[src/rtl/jtag_tap_ctrl.sv]
// IEEE 1149.1 TAP controller with an IR, IDCODE, BYPASS and one user data register.
// The user register exposes capture/update strobes for on-chip debug logic.
module jtag_tap_ctrl #(
  parameter int unsigned     IR_W       = 5,
  parameter int unsigned     DR_W       = 32,
  parameter logic [31:0]     IDCODE_VAL = 32'hDEB1_1001,
  parameter logic [IR_W-1:0] IR_IDCODE  = 5'h01,
  parameter logic [IR_W-1:0] IR_USER    = 5'h11
) (
  input  logic            tck,
  input  logic            trst_n,
  input  logic            tms,
  input  logic            tdi,
  output logic            tdo,
  output logic            tdo_en,
  output logic [3:0]      tap_state,
  output logic [IR_W-1:0] ir_q,
  output logic            usr_capture,
  input  logic [DR_W-1:0] usr_capture_data,
  output logic            usr_update,
  output logic [DR_W-1:0] usr_update_data
);

  typedef enum logic [3:0] {
    StTlr   = 4'd0,
    StRti   = 4'd1,
    StSelDr = 4'd2,
    StCapDr = 4'd3,
    StShDr  = 4'd4,
    StEx1Dr = 4'd5,
    StPauDr = 4'd6,
    StEx2Dr = 4'd7,
    StUpdDr = 4'd8,
    StSelIr = 4'd9,
    StCapIr = 4'd10,
    StShIr  = 4'd11,
    StEx1Ir = 4'd12,
    StPauIr = 4'd13,
    StEx2Ir = 4'd14,
    StUpdIr = 4'd15
  } tap_state_e;

  // Capture pattern for the IR: ...0001, LSB pair fixed at 2'b01.
  localparam logic [IR_W-1:0] IrCapture = IR_W'(1);

  tap_state_e      state_q, state_d;
  logic [IR_W-1:0] ir_shift_q;
  logic [IR_W-1:0] ir_reg_q;
  logic [31:0]     idcode_shift_q;
  logic [DR_W-1:0] usr_shift_q;
  logic            bypass_q;
  logic [DR_W-1:0] usr_update_data_q;
  logic            usr_capture_q;
  logic            usr_update_q;
  logic            tdo_q;
  logic            tdo_en_q;

  logic sel_idcode;
  logic sel_user;
  logic dr_lsb;
  logic shifting;
  logic tdo_d;

  assign sel_idcode = (ir_reg_q == IR_IDCODE);
  // Any opcode that is neither IDCODE nor USER (including all ones) selects BYPASS.
  assign sel_user   = (ir_reg_q == IR_USER) && !sel_idcode;

  // Next-state decode of the 16-state TAP machine from tms.
  always_comb begin
    state_d = state_q;
    unique case (state_q)
      StTlr:   state_d = tms ? StTlr   : StRti;
      StRti:   state_d = tms ? StSelDr : StRti;
      StSelDr: state_d = tms ? StSelIr : StCapDr;
      StCapDr: state_d = tms ? StEx1Dr : StShDr;
      StShDr:  state_d = tms ? StEx1Dr : StShDr;
      StEx1Dr: state_d = tms ? StUpdDr : StPauDr;
      StPauDr: state_d = tms ? StEx2Dr : StPauDr;
      StEx2Dr: state_d = tms ? StUpdDr : StShDr;
      StUpdDr: state_d = tms ? StSelDr : StRti;
      StSelIr: state_d = tms ? StTlr   : StCapIr;
      StCapIr: state_d = tms ? StEx1Ir : StShIr;
      StShIr:  state_d = tms ? StEx1Ir : StShIr;
      StEx1Ir: state_d = tms ? StUpdIr : StPauIr;
      StPauIr: state_d = tms ? StEx2Ir : StPauIr;
      StEx2Ir: state_d = tms ? StUpdIr : StShIr;
      StUpdIr: state_d = tms ? StSelDr : StRti;
      default: state_d = StTlr;
    endcase
  end

  // TAP state register.
  always_ff @(posedge tck or negedge trst_n) begin
    if (!trst_n) begin
      state_q <= StTlr;
    end else begin
      state_q <= state_d;
    end
  end

  // IR shift register and current instruction; entry into TLR restores defaults.
  always_ff @(posedge tck or negedge trst_n) begin
    if (!trst_n) begin
      ir_shift_q <= '0;
      ir_reg_q   <= IR_IDCODE;
    end else if (state_d == StTlr) begin
      ir_shift_q <= '0;
      ir_reg_q   <= IR_IDCODE;
    end else begin
      if (state_q == StCapIr) begin
        ir_shift_q <= IrCapture;
      end else if (state_q == StShIr) begin
        ir_shift_q <= {tdi, ir_shift_q[IR_W-1:1]};
      end
      // Load on entry so the new instruction is visible during Update-IR.
      if (state_d == StUpdIr) begin
        ir_reg_q <= ir_shift_q;
      end
    end
  end

  // Data registers: only the register selected by the instruction captures or shifts.
  always_ff @(posedge tck or negedge trst_n) begin
    if (!trst_n) begin
      idcode_shift_q <= '0;
      usr_shift_q    <= '0;
      bypass_q       <= 1'b0;
    end else if (state_d == StTlr) begin
      bypass_q <= 1'b0;
    end else if (state_q == StCapDr) begin
      if (sel_idcode) begin
        idcode_shift_q <= IDCODE_VAL;
      end else if (sel_user) begin
        usr_shift_q <= usr_capture_data;
      end else begin
        bypass_q <= 1'b0;
      end
    end else if (state_q == StShDr) begin
      if (sel_idcode) begin
        idcode_shift_q <= {tdi, idcode_shift_q[31:1]};
      end else if (sel_user) begin
        usr_shift_q <= {tdi, usr_shift_q[DR_W-1:1]};
      end else begin
        bypass_q <= tdi;
      end
    end
  end

  // User update latch, loaded on entry to Update-DR so data and strobe align.
  always_ff @(posedge tck or negedge trst_n) begin
    if (!trst_n) begin
      usr_update_data_q <= '0;
    end else if (state_d == StTlr) begin
      usr_update_data_q <= '0;
    end else if ((state_d == StUpdDr) && sel_user) begin
      usr_update_data_q <= usr_shift_q;
    end
  end

  // Strobes registered from the next-state decode: glitch-free, high for the whole state.
  always_ff @(posedge tck or negedge trst_n) begin
    if (!trst_n) begin
      usr_capture_q <= 1'b0;
      usr_update_q  <= 1'b0;
    end else begin
      usr_capture_q <= (state_d == StCapDr) && sel_user;
      usr_update_q  <= (state_d == StUpdDr) && sel_user;
    end
  end

  // Serial output selection for the current shift state.
  always_comb begin
    dr_lsb   = bypass_q;
    shifting = 1'b0;
    tdo_d    = 1'b0;
    if (sel_idcode) begin
      dr_lsb = idcode_shift_q[0];
    end else if (sel_user) begin
      dr_lsb = usr_shift_q[0];
    end
    if (state_q == StShDr) begin
      shifting = 1'b1;
      tdo_d    = dr_lsb;
    end else if (state_q == StShIr) begin
      shifting = 1'b1;
      tdo_d    = ir_shift_q[0];
    end
  end

  // tdo changes on the falling edge so it is stable at the driver's rising-edge sample.
  always_ff @(negedge tck or negedge trst_n) begin
    if (!trst_n) begin
      tdo_q    <= 1'b0;
      tdo_en_q <= 1'b0;
    end else begin
      tdo_q    <= tdo_d;
      tdo_en_q <= shifting;
    end
  end

  assign tdo             = tdo_q;
  assign tdo_en          = tdo_en_q;
  assign tap_state       = state_q;
  assign ir_q            = ir_reg_q;
  assign usr_capture     = usr_capture_q;
  assign usr_update      = usr_update_q;
  assign usr_update_data = usr_update_data_q;

endmodule

[config.mk]
export PLATFORM = sky130hd
export DESIGN_NAME = jtag_tap_ctrl
export DESIGN_NICKNAME = d
export VERILOG_FILES = /design/src/rtl/jtag_tap_ctrl.sv
export SDC_FILE = /design/constraint.sdc
export NUM_CORES = 1
export LEC_CHECK = 0
export BUFFER_PORTS_ARGS = -buffer_cell sky130_fd_sc_hd__buf_2
export CAP_MARGIN = 0
export CORE_MARGIN = 3
export CORE_UTILIZATION = 46
export CTS_CLUSTER_SIZE = 8
export DETAILED_ROUTE_END_ITERATION = 6
export PLACE_DENSITY = 0.67
export SYNTH_ARGS = -nofsm -noshare
export SYNTH_HDL_FRONTEND = slang
export SYNTH_SLANG_ARGS = --single-unit
[constraint.sdc]
create_clock -name tck -period 3.5 [get_ports tck]
set_input_delay 0.35 -clock tck [delete_from_list [all_inputs] [get_ports tck]]
set_output_delay 0.35 -clock tck [all_outputs]
set_load 0.01 [all_outputs]
Word-level counts from Yosys, hierarchy flattened
Cells that the tools add are included.
W data, S select, Z words.
{"block": "totals", "input_bits": 36, "output_inout_bits": 45, "word_cells": 102, "regBits": 115}
{"block": "op_classes", "bitwise": 1, "n_eq_ne": 30, "reduce_logical": 17, "mux": 43}
{"cell": "$mux W32", "n": 12}
{"cell": "$pmux W4 S12", "n": 1}
{"cell": "$eq A4 B4 Y1 const B", "n": 10}
{"cell": "$mux W5", "n": 5}
{"cell": "$eq A4 B3 Y1 const B", "n": 4}
{"cell": "$mux W1", "n": 16}
{"cell": "$mux W4", "n": 4}
{"cell": "$eq A4 B2 Y1 const B", "n": 3}
{"cell": "$ne A2 B2 Y1 const B", "n": 6}
{"cell": "$ne A3 B3 Y1 const B", "n": 4}
{"cell": "$logic_not A4 Y1", "n": 2}
{"cell": "$mux W2", "n": 3}
{"cell": "$mux W3", "n": 2}
{"cell": "$reduce_and A6 Y1", "n": 1}
{"cell": "$reduce_bool A2 Y1", "n": 3}
{"cell": "$reduce_bool A3 Y1", "n": 2}
{"cell": "$eq A5 B1 Y1 const B", "n": 1}
{"cell": "$eq A5 B5 Y1 const B", "n": 1}
{"cell": "$reduce_and A5 Y1", "n": 1}
{"cell": "$eq A4 B1 Y1 const B", "n": 1}
{"cell": "$reduce_and A4 Y1", "n": 1}
{"cell": "$reduce_or A2 Y1", "n": 2}
{"cell": "$logic_and A1 B1 Y1", "n": 3}
{"cell": "$reduce_or A3 Y1", "n": 1}
{"cell": "other kinds (2)", "n": 2}

Longest topological paths before layout
Gate-level depths: netlist of the first run.
{"block": "depth", "depth_word": 8, "ltp_mapped": 7}

==> results.md, run 1 <==
Global route:
- For this run, the total global-route usage over all layers was measured as 0.192.
- The first global-routing pass estimated 18000 um of wire.
- The via count of the first global-routing pass is 3637.
- Global routing finished with a remaining overflow of 0.
- Entering global routing, the biggest net connects 65 pins.
- The number of antenna violations at the first check in global routing was 0.

Floorplanning:
- For this configuration, the core starts out at a cell density of 0.477.
- The die covers ~12000 um2.
- From bottom edge to top edge, the die measures 110 um.
- The area of the core region is around 10000 um2.
- The die is between 100 and 150 um wide.
- The number of ports placed on the die boundary is slightly above 80.
- The floorplan has 37 rows.

Setup path:
- Together, buffers and inverters on the worst path number 0.
- The setup path with the least slack is of type reg2reg.
- The worst setup path is captured at a flop.
- The startpoint type of the worst setup path is a flop.
- The worst stage delay on the critical path is ~550 ps.
- The worst register-to-register path ends at tdo.
- The launch point of the worst reg-to-reg path is ir_q[0].
- The cell with the largest stage delay on the worst path is sky130_fd_sc_hd__dfstp_2.
- Walking the worst path, the cells encountered are or4b_4, a21oi_1, o32ai_1.
- The count of cells along the worst register-to-register path is 3.
- The worst path arrival time is ~1800 ps.
- Of all nets on the critical path, the largest fanout is 4.
- The cell class contributing the biggest share of worst-path delay is flip-flops.
- For flop-to-flop paths, the worst setup slack is 210 ps.
- The required time at the worst-slack endpoint is slightly above 2000 ps.

Run status:
- The flow ran to the end, and the final reports show no timing, DRC or antenna violations.

Min path:
- The hold-critical path endpoint is usr_shift_q[30].
- The number of stages on the worst hold path is 3.
- The startpoint of the lowest-slack hold path is usr_capture_data[30].
- The type of the tightest min-delay check is in2reg.

Placed design:
- Including well taps, the total number of placed cells is around 660.
- Routability-driven placement finished with a final weighted congestion of 0.800.
- The placed wire-length estimate is 6940 um.
- Input and output buffers added on the ports amount to 80.

Synth:
- After synthesis, the share of flip-flops with an asynchronous set or reset is 1.00.
- Synthesis instantiated 50 different standard cells from the library.
- The post-synthesis instance area is approximately 5000 um2.
- The dominant synthesized flop cell is sky130_fd_sc_hd__dfrtp_1.
- Counting flops and latches in the post-synthesis netlist gives 115.
- Of the synthesized area, sequential elements account for 0.576.
- The synthesized area divided by synthesized cell count is ~11 um2.
- Counting every net in the synthesized netlist gives 500.
- The number of instances in the synthesized netlist is approximately 460.
- The count of warnings emitted by yosys is 0.
- Counting flops with a built-in enable in the synthesized netlist gives 0.

Drt:
- In this run, the number of DRC markers left after iteration 0 of detailed routing was 205.
- The average vias per placed instance is between 5 and 6.
- The routed length per instance is roughly 15 um.
- The detailed-routing iteration count for the pre-antenna-repair pass is 4.
- For this run, design rule violations remaining after detail routing come to 0.
- The number of nets still failing antenna checks after routing is 0.
- The final routed wirelength across all metal layers is around 11000 um.
- The total number of vias is between 3k and 4k.

Power and ir drop:
- The internal portion of the total power is about 3300 uW.
- Of the total power, the share spent switching nets is 0.336.
- Of the total power, registers draw 0.362.
- The share of total power dissipated in combinational logic is 0.274.
- The total power is about 5000 uW.
- Summed over all nets, the switching power comes to roughly 1700 uW.
- Summed over all cells, the static leakage comes to between 0.002 and 0.003 uW.
- The peak ir drop on the vdd network is roughly 0.32 mV.
- The clock share of power is 0.364.
- For this design the ratio of total power to cell area is roughly 820 nW/um2.

Clock tree:
- The CTS tree is yes.
- The clock reaches the later pin of the worst-skew pair after 510 ps.
- The number of setup buffers added after CTS is 0.
- The number of H-tree levels is 4.
- The number of CTS-inserted buffers is 17.
- Counting every sink on the clock net gives approximately 120.
- No sink is reached through more buffers than the 2 on the longest clock path.
- The buffer cell driving the clock tree root is sky130_fd_sc_hd__clkbuf_8.
- Clock-pin slew was measured on the worst setup and hold paths at approximately 60 ps.

Flow run:
- The max capacitance violation total is 0.

Final layout:
- The library cell used most frequently in the layout, excluding fill and tap cells, is sky130_fd_sc_hd__dfrtp_1.
- The signed area change from the synthesized netlist to the final layout is 23.4%.
- The net count of the finished layout is 578.
- The fraction of layout instances using a drive strength above 1 is 0.254.
- The top cell types in the final layout, fill and taps aside, are 112 x sky130_fd_sc_hd__dfrtp_1, 92 x sky130_fd_sc_hd__nand2_1, 79 x sky130_fd_sc_hd__buf_2.
- The count of antenna diodes in the layout is 0.
- The final instance count without filler cells is about 690.

STA:
- The transition time of the tightest slew-check pin is about 1100 ps.
- Headroom to the max-slew limit came out at 0.270.
- The final sum of negative setup slack is 0 ps.
- Setup repair after global routing left no endpoint under its margin.
- The post-route clock skew is about 69 ps.
- The final hold violation count is 0.
- Setup violations remaining at the end of the flow were counted as 0.
- The total count of max-transition violations in the final report is 0.
[stage by stage]
stage / hold WS (ps) / utilization / setup slack (ps) / cell area, um2
after floorplan: 54.4 / - / 333 / 4990
after global placement: 220 / 0.528 / 304 / 5530
after detailed placement: 222 / 0.528 / 285 / 5530
after CTS: 90.5 / 0.589 / 207 / 6160
after global routing: 96.6 / 0.589 / 158 / 6160
final: 116 / 0.589 / 212 / 6160
[cells in the mapped netlist (all sizes together) (2+ instances only)]
cell	n	share of area
nor2	27	0.021
or2	3	0.0038
nor2b	2	0.0025
nand2	92	0.069
nand2b	4	0.0050
o32ai	2	0.0035
mux2i	35	0.070
nor4bb	2	0.0040
mux2	2	0.0053
buf	17	0.026
clkbuf	18	0.014
o2111ai	2	0.0060
a21oi	8	0.0080
o21ai	67	0.067
and3b	3	0.0053
a22o	32	0.056
a211o	2	0.0035
nand3	6	0.0060
inv	4	0.0030
dfrtp	112	0.56
dfrtn	2	0.010
[routing by layer]
layer / wire, um / share of wire / GRT usage / vias to the layer above
li1: - / - / - / 1786
met1: 5000 / 0.47 / 0.266 / 1796
met2: 5030 / 0.47 / 0.295 / 91
met3: 578 / 0.054 / 0.0547 / 8
met4: 89 / 0.0083 / 0.0580 / 0
met5: 0 / 0 / 0 / -
[sequential cells by signal, indices dropped and copies added (netlist names)]
name             flops
bypass_q             1
idcode_shift_q      32
ir_q                 5
ir_shift_q           5
tap_state            4
tdo                  1
tdo_en               1
usr_capture          1
usr_shift_q         32
usr_update           1
usr_update_data     32
[layout make-up]
cell class | count | area (um2)
Inverter | 4 | 15.0
Multi-Input combinational cell | 310 | 1950
Tap cell | 136 | 170
Clock buffer | 17 | 414
Timing Repair Buffer | 94 | 523
Sequential cell | 115 | 2880
Clock inverter | 15 | 215
Fill cell | 886 | 4300
[logic make-up after synthesis]
kind of cell,count (synthesis),synth area share
flops,115,0.576
simple gates,149,0.136
buf+inv,39,0.0428
compound gates,123,0.168
mux,37,0.0754
xor+xnor,1,0.00175
[how the worst max path moves through the flow]
stage / endpoint / from / cells after the start / slack, ps
2_1_floorplan: tdo / ir_q[0] / 3 / 330
6_report: tdo / ir_q[0] / 3 / 210
3_5_place_dp: tdo / ir_q[0] / 3 / 290
5_1_grt: tdo / ir_q[0] / 3 / 160
4_1_cts: tdo / ir_q[0] / 3 / 210
3_3_place_gp: tdo / ir_q[0] / 3 / 300
[worst min-delay path, stage by stage]
cell and delay [ps]:
sky130_fd_sc_hd__buf_2 80, sky130_fd_sc_hd__mux2i_1 60, sky130_fd_sc_hd__o21ai_1 110
[what timing repair did]
| item | 4_1_cts | 5_1_grt |
|---|---|---|
| endpoints found under the setup margin | 0 | 0 |
| endpoints found under the hold margin | 12 | 0 |
| gates resized for setup | 0 | 0 |
| hold buffers | 1 | 0 |
[power by group through the flow]
stage | Sequential (uW) | Combinational, uW | Clock [uW]
6_report | 1830 | 1380 | 1840
3_5_place_dp | 1850 | 1390 | 0
4_1_cts | 1830 | 1400 | 1870
3_3_place_gp | 1830 | 1350 | 0
2_1_floorplan | 1820 | 1010 | 0
5_1_grt | 1870 | 1570 | 1930
(Power assumes the default switching activity.)
==> run 2: changes to the inputs <==
CELL_PAD_IN_SITES_DETAIL_PLACEMENT = 1   (was unset)
CELL_PAD_IN_SITES_GLOBAL_PLACEMENT = 2   (was unset)
CORE_UTILIZATION = 39   (was 46)
PLACE_DENSITY = unset   (was 0.67)
PLACE_DENSITY_LB_ADDON = 0.1   (was unset)
==> run 2 against run 1 <==
Cell count rose by 4.8%. Core utilization fell by 8.5 points. Combinational power rose by 3%. Register-to-register slack improved by 20 ps. Sequential power barely moved. Global-route usage fell by 1.2 points. Clock power fell by 4%. Clock skew fell by 48 ps. Final area rose by 0.32%. Routed wire length rose by 10%. Hold slack improved by 98 ps. Sequential share of layout area fell by 0.15 points. Largest cell class unchanged. Largest power group is now sequential cells.
==> results.md, run 2 (synthesis results as in run 1) <==
Run status:
- The flow ran to the end, and the final reports show no timing, DRC or antenna violations.

Clock tree:
- Clock tree synthesis selected as its root buffer the cell sky130_fd_sc_hd__clkbuf_16.
- At the later pin of the worst-skew pair, clock insertion delay measures around 410 ps.
- The largest buffer count on any clock path is 2.
- The CTS tree is yes.
- The number of H-tree levels is 4.
- The clock-pin transition on the worst setup and hold timing paths is roughly 50 ps.
- The number of buffers added for setup after CTS is 0.
- The count of clock tree sinks is between 100 and 150.
- The number of gates resized after CTS was 0.
- TritonCTS created 17 clock buffers.
- The number of hold-repair buffers added at the cts stage is 1.

Global route:
- The number of antenna violations at the first check in global routing is 0.
- After global routing the overflow that remains totals 0.
- The first-pass GRT wire length is approximately 20000 um.
- The total track usage is 0.180.
- The most congested layer reported by global routing is met2.
- The largest net degree at the start of global routing is 48.
- For met2 alone, demand over resource in global routing was 0.289.
- The met3 track utilization from global routing is 0.0480.
- The via count of the first global-routing pass is approximately 3.9k.
- For met1 alone, demand over resource in global routing was 0.235.

Drt:
- The routed design has approximately 12000 um of wire.
- The total number of vias is ~3.7k.
- For this run, the detailed router's first-pass iteration total came to 4.
- The violation count after the first detailed-routing iteration is 140.
- Dividing the detail-routed via count by the number of cells gives 5.09.
- The number of nets still failing antenna checks after routing is 0.
- Dividing the detail-routed wire length by the instance count gives 16.3 um.
- In the routed design, unresolved DRC markers number 0.

STA:
- The transition time of the tightest slew-check pin is 801 ps.
- The worst-case headroom to the max-slew limit is 0.464.
- The total count of max-transition violations in the final report was 0.
- Hold timing on the final database bottoms out at a slack of ~210 ps.
- Setup repair after global routing left no endpoint under its margin.
- The final hold violation count came to 0.
- The final sum of negative setup slack is 0 ps.
- The final number of setup-violating endpoints is 0.
- Across the routed clock network, the largest skew measured is slightly above 20 ps.

Floorplanning:
- The cell row count is 40.
- The initial utilization of the core area, before any placement, comes to 0.407.
- The full die area is ~14000 um2.
- The number of ports placed on the die boundary is 81.
- The die is 119 um wide.
- From bottom edge to top edge, the die measures about 120 um.
- In this run the standard cell core region covers approximately 12000 um2.

Setup path:
- The count of cells along the worst register-to-register path is 3.
- The required time at the worst-slack endpoint is between 1500 and 2000 ps.
- The critical-path maximum fanout is 4.
- The class of the most critical setup path is reg2reg.
- The startpoint type of the worst setup path is a flop.
- STA classifies the critical path endpoint as a flop.
- The worst path arrival time is 1740 ps.

Final layout:
- The most common cell after layout, fill and taps aside is sky130_fd_sc_hd__dfrtp_1.
- Of the cells placed in the final design, the portion with a size suffix greater than 1 is 0.252.
- The net count of the finished layout is roughly 580.
- The area growth from synthesis to layout is 23.8%.
- Fill cells in the final layout number 1374.
- For this run, the number of standard cells in the final layout without fillers is 724.
- The count of antenna diodes in the layout is 0.
- The library cells used most frequently in the layout, excluding fill and tap cells, are 112 x sky130_fd_sc_hd__dfrtp_1, 92 x sky130_fd_sc_hd__nand2_1, 79 x sky130_fd_sc_hd__buf_2.
- The end-of-flow core utilization is 0.504.

Min path:
- The worst hold path passes through 3 cells.
- The worst hold path belongs to the class in2reg.

Power and ir drop:
- IR analysis of the VDD net gives a maximum drop of between 0.3 and 0.4 mV.
- In this run the power density over the cells is between 800 and 900 nW/um2.
- The total power is 5010 uW.
- For this design the static power due to leakage is 0.00298 uW.

Placed design:
- The quantity of I/O buffers inserted on ports is 80.
- The placed wire-length estimate is approximately 7700 um.
- The weighted congestion reported at the end of routability-driven placement is 0.782.
- The cell total after placement is 691.

Flow run:
- The tool flagged a number of max-cap violations equal to 0.
-- run 2: cell count changes in the layout (fill, tap and decap cells not counted) --
cell | previous run | this run
sky130_fd_sc_hd__clkbuf_1 | 0 | 2
sky130_fd_sc_hd__clkinv_2 | 0 | 4
sky130_fd_sc_hd__bufinv_16 | 4 | 3
sky130_fd_sc_hd__buf_12 | 1 | 0
sky130_fd_sc_hd__clkbuf_8 | 1 | 4
sky130_fd_sc_hd__inv_6 | 9 | 0
sky130_fd_sc_hd__buf_4 | 13 | 15
sky130_fd_sc_hd__clkbuf_16 | 16 | 17
-- run 2: routing by layer --
layer | vias to the layer above | wire, um
li1 | 1781 | -
met4 | 0 | 171
met1 | 1821 | 5480
met3 | 16 | 502
met5 | - | 0
met2 | 67 | 5620
-- run 2: critical path: stages (launching register included) --
cell and delay (ps):
sky130_fd_sc_hd__dfstp_2 540, sky130_fd_sc_hd__or4b_4 500, sky130_fd_sc_hd__a21oi_1 200, sky130_fd_sc_hd__o32ai_1 90
-- run 2: path summary, 6_finish.rpt --
check	slack, ps	start	end
max in group asynchronous	1130	trst_n	tdo_en
setup / recovery	230	ir_q[0]	tdo
setup reg to reg	230	ir_q[0]	tdo
hold / removal	210	usr_capture_data[19]	usr_shift_q[19]
min in group asynchronous	410	trst_n	idcode_shift_q[26]
hold reg to reg	480	idcode_shift_q[31]	idcode_shift_q[31]
-- run 2: layout make-up --
cell class | count | area, um2 | area share
Clock buffer | 23 | 488 | 0.0789
Timing Repair Buffer | 95 | 518 | 0.0838
Clock inverter | 9 | 126 | 0.0204
Multi-Input combinational cell | 310 | 1950 | 0.315
Inverter | 4 | 15.0 | 0.00243
Sequential cell | 115 | 2880 | 0.466
Tap cell | 168 | 210 | 0.0340
-- run 2: where the power goes --
part,leakage [uW],total [uW],switching [uW],internal [uW]
logic,0.00125,1420,857,559
registers,0.00144,1820,204,1620
clock network,0.000303,1770,580,1190
total,0.00298,5010,1640,3370
-- run 2: through the flow --
stage | setup slack, ps | cell area (um2)
2_1_floorplan | 333 | 4990
3_3_place_gp | 268 | 5560
3_5_place_dp | 251 | 5560
4_1_cts | 215 | 6180
5_1_grt | 147 | 6180
6_report | 233 | 6180
